[config.mk]
export PLATFORM = sky130hd
export DESIGN_NAME = noc_router_rr_flat
export DESIGN_NICKNAME = d
export VERILOG_FILES = /design/src/rtl/noc_router_rr_if.sv /design/src/rtl/noc_router_rr.sv /design/src/flat_wrapper.sv
export SDC_FILE = /design/constraint.sdc
export NUM_CORES = 2
export LEC_CHECK = 0
export CAP_MARGIN = 30
export CORE_MARGIN = 5
export CORE_UTILIZATION = 50
export DETAILED_ROUTE_END_ITERATION = 10
export PLACE_DENSITY = 0.77
export SYNTH_ARGS = -nofsm -noshare
export SYNTH_HDL_FRONTEND = slang
export SYNTH_SLANG_ARGS = --single-unit
export TNS_END_PERCENT = 10
[constraint.sdc]
create_clock -name clk -period 25.9 [get_ports clk]
set_input_delay 2.59 -clock clk [delete_from_list [all_inputs] [get_ports clk]]
set_output_delay 2.59 -clock clk [all_outputs]
set_load 0.01 [all_outputs]
[src/rtl/noc_router_rr_if.sv]
// Flit handshake bundle for noc_router_rr: per-port valid/ready/data on the
// input and output sides, plus the dropped-flit error reporting.
interface noc_router_rr_if #(
    parameter int NPORTS = 4,
    parameter int WIDTH  = 16
);
    logic [NPORTS-1:0]       in_valid;
    logic [NPORTS-1:0]       in_ready;
    logic [NPORTS*WIDTH-1:0] in_data;
    logic [NPORTS-1:0]       out_valid;
    logic [NPORTS-1:0]       out_ready;
    logic [NPORTS*WIDTH-1:0] out_data;
    logic                    err_dst;
    logic [15:0]             err_count;

    modport slave (
        input  in_valid, in_data, out_ready,
        output in_ready, out_valid, out_data, err_dst, err_count
    );

    modport master (
        output in_valid, in_data, out_ready,
        input  in_ready, out_valid, out_data, err_dst, err_count
    );
endinterface

[src/rtl/noc_router_rr.sv]
// NPORTS-port router: FWFT input FIFOs, per-output round-robin arbitration,
// registered outputs with valid/ready, and drop/count of illegal destinations.
module noc_router_rr #(
    parameter int NPORTS = 4,
    parameter int WIDTH  = 16,
    parameter int DEPTH  = 8
) (
    input  logic             clk,
    input  logic             reset,
    noc_router_rr_if.slave   bus
);
    localparam int DSTW = $clog2(NPORTS);
    localparam int PW   = $clog2(DEPTH);

    logic [WIDTH-1:0]               mem_q [NPORTS][DEPTH];
    logic [WIDTH-1:0]               mem_d [NPORTS][DEPTH];
    logic [NPORTS-1:0][PW-1:0]      wr_ptr_q, wr_ptr_d;
    logic [NPORTS-1:0][PW-1:0]      rd_ptr_q, rd_ptr_d;
    logic [NPORTS-1:0][PW:0]        cnt_q, cnt_d;
    logic [NPORTS-1:0][DSTW-1:0]    rr_q, rr_d;
    logic [NPORTS-1:0]              out_valid_q, out_valid_d;
    logic [NPORTS-1:0][WIDTH-1:0]   out_data_q, out_data_d;
    logic                           err_dst_q, err_dst_d;
    logic [15:0]                    err_count_q, err_count_d;

    logic [NPORTS-1:0][WIDTH-1:0]   in_flit;
    logic [NPORTS-1:0][WIDTH-1:0]   head;
    logic [NPORTS-1:0][DSTW-1:0]    dest;
    logic [NPORTS-1:0]              full, empty, legal, drop, wr, pop, gnt;
    logic [4:0]                     ndrop;
    logic [16:0]                    err_sum;

    assign in_flit = bus.in_data;

    for (genvar i = 0; i < NPORTS; i++) begin : g_in
        assign head[i]  = mem_q[i][rd_ptr_q[i]];
        assign dest[i]  = head[i][DSTW:1];
        assign full[i]  = (cnt_q[i] == (PW+1)'(DEPTH));
        assign empty[i] = (cnt_q[i] == '0);
        // Only a non-power-of-two port count leaves destination codes unused.
        if ((1 << DSTW) == NPORTS) begin : g_pow2
            assign legal[i] = 1'b1;
        end else begin : g_npow2
            assign legal[i] = (int'(dest[i]) < NPORTS);
        end
    end

    assign drop = ~empty & ~legal;

    // Per-output round-robin search; an input can match only one output.
    always_comb begin
        int j;
        j           = 0;
        gnt         = '0;
        pop         = drop;
        rr_d        = rr_q;
        out_valid_d = out_valid_q & ~bus.out_ready;
        out_data_d  = out_data_q;
        for (int k = 0; k < NPORTS; k++) begin
            if (!out_valid_q[k] || bus.out_ready[k]) begin
                for (int off = 0; off < NPORTS; off++) begin
                    j = int'(rr_q[k]) + off;
                    if (j >= NPORTS) j = j - NPORTS;
                    if (!gnt[k] && !empty[j] && legal[j] && int'(dest[j]) == k) begin
                        gnt[k]         = 1'b1;
                        pop[j]         = 1'b1;
                        out_valid_d[k] = 1'b1;
                        out_data_d[k]  = head[j];
                        rr_d[k]        = (j == NPORTS-1) ? '0 : DSTW'(j + 1);
                    end
                end
            end
        end
    end

    always_comb begin
        mem_d    = mem_q;
        wr       = bus.in_valid & ~full;
        wr_ptr_d = wr_ptr_q;
        rd_ptr_d = rd_ptr_q;
        cnt_d    = cnt_q;
        ndrop    = '0;
        for (int i = 0; i < NPORTS; i++) begin
            if (wr[i]) mem_d[i][wr_ptr_q[i]] = in_flit[i];
            wr_ptr_d[i] = wr_ptr_q[i] + PW'(wr[i]);
            rd_ptr_d[i] = rd_ptr_q[i] + PW'(pop[i]);
            cnt_d[i]    = cnt_q[i] + (PW+1)'(wr[i]) - (PW+1)'(pop[i]);
            ndrop       = ndrop + 5'(drop[i]);
        end
        err_dst_d   = |drop;
        err_sum     = {1'b0, err_count_q} + 17'(ndrop);
        err_count_d = err_sum[16] ? 16'hFFFF : err_sum[15:0];
    end

    always_ff @(posedge clk or posedge reset) begin
        if (reset) begin
            for (int i = 0; i < NPORTS; i++) begin
                for (int d = 0; d < DEPTH; d++) mem_q[i][d] <= '0;
            end
            wr_ptr_q    <= '0;
            rd_ptr_q    <= '0;
            cnt_q       <= '0;
            rr_q        <= '0;
            out_valid_q <= '0;
            out_data_q  <= '0;
            err_dst_q   <= 1'b0;
            err_count_q <= '0;
        end else begin
            mem_q       <= mem_d;
            wr_ptr_q    <= wr_ptr_d;
            rd_ptr_q    <= rd_ptr_d;
            cnt_q       <= cnt_d;
            rr_q        <= rr_d;
            out_valid_q <= out_valid_d;
            out_data_q  <= out_data_d;
            err_dst_q   <= err_dst_d;
            err_count_q <= err_count_d;
        end
    end

    assign bus.in_ready  = ~full;
    assign bus.out_valid = out_valid_q;
    assign bus.out_data  = out_data_q;
    assign bus.err_dst   = err_dst_q;
    assign bus.err_count = err_count_q;
endmodule

[src/flat_wrapper.sv]
// flat-port wrapper written by rule: the top's interface ports become plain ports
module noc_router_rr_flat 
#(
    parameter int NPORTS = 4,
    parameter int WIDTH  = 16,
    parameter int DEPTH  = 8
)
  (clk, reset, bus_in_valid, bus_in_data, bus_out_ready, bus_in_ready, bus_out_valid, bus_out_data, bus_err_dst, bus_err_count);
  noc_router_rr_if #(.NPORTS(NPORTS), .WIDTH(WIDTH)) bus_i ();
  input  logic clk;
  input  logic reset;
  input wire logic [$bits(bus_i.in_valid)-1:0] bus_in_valid;
  input wire logic [$bits(bus_i.in_data)-1:0] bus_in_data;
  input wire logic [$bits(bus_i.out_ready)-1:0] bus_out_ready;
  output wire logic [$bits(bus_i.in_ready)-1:0] bus_in_ready;
  output wire logic [$bits(bus_i.out_valid)-1:0] bus_out_valid;
  output wire logic [$bits(bus_i.out_data)-1:0] bus_out_data;
  output wire logic [$bits(bus_i.err_dst)-1:0] bus_err_dst;
  output wire logic [$bits(bus_i.err_count)-1:0] bus_err_count;
  assign bus_i.in_valid = bus_in_valid;
  assign bus_i.in_data = bus_in_data;
  assign bus_i.out_ready = bus_out_ready;
  assign bus_in_ready = bus_i.in_ready;
  assign bus_out_valid = bus_i.out_valid;
  assign bus_out_data = bus_i.out_data;
  assign bus_err_dst = bus_i.err_dst;
  assign bus_err_count = bus_i.err_count;
  noc_router_rr #(.NPORTS(NPORTS), .WIDTH(WIDTH), .DEPTH(DEPTH)) u_core (.clk(clk), .reset(reset), .bus(bus_i));
endmodule
# ---- Word-level counts from Yosys, hierarchy flattened
# Index checks and enable logic that the tools add are counted.
dict set report totals {
  reg_bits 628
  input_bits 74
  out_inout_bits 89
  wordCells 752
}
dict set report op_classes {
  n_addsub 60
  order_cmp 60
  eq_ne 32
  muxes 404
  n_bitwise 27
  n_reduce_logical 116
}
# operator count
set op_table {}
lappend op_table {{$mux 32} 32}
lappend op_table {{$mux 16} 60}
lappend op_table {{$bmux 16 s2} 16}
lappend op_table {{$bwmux 128} 4}
lappend op_table {{$eq 32x3->1 const B} 16}
lappend op_table {{$ge 32x1->1 const B} 16}
lappend op_table {{$lt 32x4->1 const B} 16}
lappend op_table {{$ge 32x4->1 const B} 12}
lappend op_table {{$sub 32x4->32 const B} 12}
lappend op_table {{$bmux 16 s3} 4}
lappend op_table {{$demux 16 s3} 4}
lappend op_table {{$mux 2} 64}
lappend op_table {{$mux 4} 32}
lappend op_table {{$mux 1} 124}
lappend op_table {{$bmux 1 s2} 32}
lappend op_table {{$bmux 2 s2} 16}
lappend op_table {{$logic_and 1x1->1} 64}
lappend op_table {{$or 4x4->4} 15}
lappend op_table {{$add 2x2->2 const B} 16}
lappend op_table {{$demux 1 s2} 16}
lappend op_table {{$ge 4x4->1 const B} 8}
lappend op_table {{$logic_not 1->1} 32}
lappend op_table {{$not 3->4} 8}
lappend op_table {{$add 2x2->3 const B} 8}
lappend op_table {{17 further kinds} 72}

# ---- Longest topological paths before layout
dict set report logic_depth {
  word_depth 66
  mapped_depth 18
  depth_no_buf 15
}

# ---- Worst setup path after synthesis
# No wires, ideal clock.
dict set report synth_path {
  kind {flip-flop to flip-flop}
  from {reg u_core.rr_q[4] (netlist bit)}
  to {reg u_core.cnt_q[2] (netlist bit)}
  setup_time_ps 123
  arrival_ps 4544
  required_time_ps 25777
  path_slack_ps 21234
  stages_incl_launch_ff 19
  n_path_buf 5
  period_less_slack_ps 4666
  path_cell_list {dfrtp_1 clkbuf_1 inv_1 buf_1 clkbuf_1 buf_1 ha_1 clkbuf_1 or3_1 a2111oi_2 o21ai_0 a41o_1 nand4_1 ha_1 inv_1 ha_1 inv_1 fa_1 xnor2_1}
}
# item line_no
set synth_lines {}
lappend synth_lines {{start: declaration} noc_router_rr.sv:20} ;# logic [NPORTS-1:0][DSTW-1:0] rr_q, rr_d;
lappend synth_lines {{start signal: assignment} noc_router_rr.sv:113} ;# rr_q <= rr_d;
lappend synth_lines {{end signal: assignment} noc_router_rr.sv:112} ;# cnt_q <= cnt_d;
lappend synth_lines {{end: declaration} noc_router_rr.sv:19} ;# logic [NPORTS-1:0][PW:0] cnt_q, cnt_d;

==> results_dict.tcl <==
set metrics [dict create \
    ys_seq_area_frac 0.438 \
    synth-edff-count 0 \
    drv_slew 0 \
    drt_iter0_markers 2582 \
    synthesis.area_sq_mm 0.0358 \
    async_reset_ff_frac 1.00 \
    dr.pass1.iters 6 \
    hold_viol_final 0 \
    startpoint_type "register" \
    regArea_sq_mm 0.0157 \
    wl_per_cell_um 24.7 \
    wl_mm 104 \
    yosysTopAreaCellShare 0.438 \
    netlist_instances 3125 \
    grt_remaining_overflow 0 \
    antenna_found_initial 3 \
    rsz0062_at_grt "false" \
    cts_resized 0 \
    cts_buffers 70 \
    start_util 0.503 \
    ys_warn_count 0 \
    fill_cells 5684 \
    viasPerCell 6.25 \
    drive_gt1_frac 0.297 \
    io_buffers 145 \
    arrival_ns 6.76 \
    critical_path_class "reg -> reg" \
    cp_max_fo 34 \
    core_sq_mm 0.0712 \
    nNetsFinal 3342 \
    dieArea_sq_mm 0.0771 \
    yosys.area.top_type "dfrtp_1" \
    final_common_cell "dfrtp_1" \
    status "completed" \
    die_x_um 278 \
    grt_pass1_vias 25925 \
    htree_levels 3 \
    avgSynthCellArea_sq_um 11.5 \
    cts_tree "yes" \
    setup_slack_ns 19.64 \
    cts_root_buffer "clkbuf_16" \
    area_delta_synth_final_pct 14.0 \
    max-clock-path-buffers 3 \
    gp_congestion 0.979 \
    drc_errors 0 \
    clock_sinks 628 \
    min_path_type "reg -> reg" \
    synth_cell_types 72 \
    dp_hpwl_mm 69.2 \
    post_cts_buffers 0 \
    crit_required_ns 26.41 \
    path_clk_slew_ns 0.06 \
    grt_pass1_wl_mm 159 \
    grt_max_degree 177 \
    num_rows 98 \
    worst_pin_slew_ns 1.06 \
    cap_violations 0 \
    max_freq_ghz 0.160 \
    pre_cts_slack_ns 19.85 \
    die_h_um 278 \
    synth_area_leaders "dfrtp_1 44%, mux2_2 18%, mux4_2 8.7%, mux2i_1 4.5%, nor2_1 3.6%" \
    period_needed_ns 6.26 \
    multi_input_area_sq_mm 0.0191 \
    clock-skew-final_ns 0.0250 \
    synth-main-ff-cell "dfrtp_1" \
    cp-end-kind "register" \
    setup_tns_ns 0 \
    ctsHoldBuffers 0 \
    synth-seq-cells 628 \
    detail-route-antenna-nets 0 \
    dr_total_vias 26257 \
    finalCritPeriodShare 0.242 \
    clk_latency_ns 0.62 \
    ios 163 \
    slew_headroom 0.274 \
    grt.total_usage 0.263 \
    final_cell_mix "620 x dfrtp_1, 576 x mux2_2, 339 x nor2_1, 213 x nand2_1, 181 x a21oi_1" \
    setup_viol 0 \
]
-- cells by family (layout without fill, tap and decap cells) --
kind of cell	after synthesis	after routing	synth area share
buffers and inverters	282	392	0.0332
other	1	19	0.000105
xor gates and xnor gates	18	18	0.00440
and+or+nand+nor	692	692	0.0824
muxes	876	876	0.313
AOI/OAI and AO/OA	560	560	0.104
DFF	628	628	0.438
adders and majority gates	68	68	0.0246
-- cell type report --
| cell class | instances | share of cell area |
|---|---|---|
| multi-input cells | 2231 | 0.468 |
| repair buffers | 224 | 0.0563 |
| clock buffers | 99 | 0.0508 |
| diodes | 2 | 0.000122 |
| inverters | 45 | 0.00432 |
| clock inverters | 24 | 0.00692 |
| well taps | 950 | 0.0291 |
| flip-flops and latches | 628 | 0.385 |
-- cell usage after synthesis, types with 3 or more instances --
cell       number
a211o_1        20
a211oi_1       16
a21o_1          5
a21oi_1       181
a21oi_2        11
a22o_1          8
a22oi_1        46
a41o_1          4
and2_1         13
and3_1          8
and4_1          3
buf_1          30
buf_2          29
buf_4          17
clkbuf_1      158
dfrtp_1       628
fa_1            4
ha_1           64
inv_1          43
mux2_2        576
mux2i_1       160
mux4_2        138
nand2_1       213
nand2b_1       18
nand3_1        33
nand3b_1        9
nand4_1        10
nor2_1        340
nor2b_1         7
nor3_1          7
nor3b_1         8
nor4_1         10
o2111ai_1      15
o211a_1         3
o211ai_1       79
o21ai_0        76
o21ai_1         9
o22ai_1        17
o31ai_1        35
o31ai_2        10
or3_1           4
or4_1           4
xor2_1         16
-- state kept, by name, indices dropped and copies added (netlist names) --
signal and cells:
u_core.mem_q 512, u_core.bus.out_data 64, u_core.cnt_q 16, u_core.rd_ptr_q 12
u_core.wr_ptr_q 12, u_core.rr_q 8, u_core.bus.out_valid 4
-- critical path, stage by stage, from the launching register on --
cell and delay [ns]:
dfrtp_1 1.03, clkinv_1 0.56, ha_1 1.13, inv_1 0.70
mux4_2 0.48, nor2_1 0.13, a22o_1 0.19, o31ai_1 0.40
nand4_1 0.33, ha_1 0.38, inv_1 0.06, ha_1 0.16
inv_1 0.06, fa_1 0.38, xnor2_1 0.14
-- per-layer routing --
metal | share of wire | global-route usage
met3 | 0.086 | 0.0622
met4 | 0.047 | 0.109
met2 | 0.46 | 0.407
met5 | 0.00013 | 0
met1 | 0.41 | 0.361
-- per-stage QoR --
stage	instance area, sq um	hold slack, ns	cells	util
2_1_floorplan	35900	0.473	3141	-
3_3_place_gp	38100	0.452	4051	0.534
3_5_place_dp	38500	0.452	4074	0.540
4_1_cts	40800	0.470	4197	0.573
5_1_grt	40900	0.491	4202	0.574
6_report	40900	0.470	4203	0.574
-- path summary, 6_finish.rpt --
path / startpoint / to / slack, ns / depth (start not counted)
setup / recovery: u_core.rr_q[7]$_DFFE_PP0P_ / u_core.cnt_q[2]$_DFF_PP0_ / 19.64 / 14
hold / removal: u_core.bus.out_data[49]$_DFFE_PP0P_ / u_core.bus.out_data[49]$_DFFE_PP0P_ / 0.47 / 1
setup reg to reg: u_core.rr_q[7]$_DFFE_PP0P_ / u_core.cnt_q[2]$_DFF_PP0_ / 19.64 / 14
hold reg to reg: u_core.bus.out_data[49]$_DFFE_PP0P_ / u_core.bus.out_data[49]$_DFFE_PP0P_ / 0.47 / 1
max in group asynchronous: reset / u_core.rr_q[6]$_DFFE_PP0P_ / 21.00 / 4
min in group asynchronous: reset / u_core.bus.out_data[18]$_DFFE_PP0P_ / 2.51 / 2
Power is left out: the tool's default activity adds up to more than one toggle a clock period on the data nets, which glitch-free logic cannot reach.
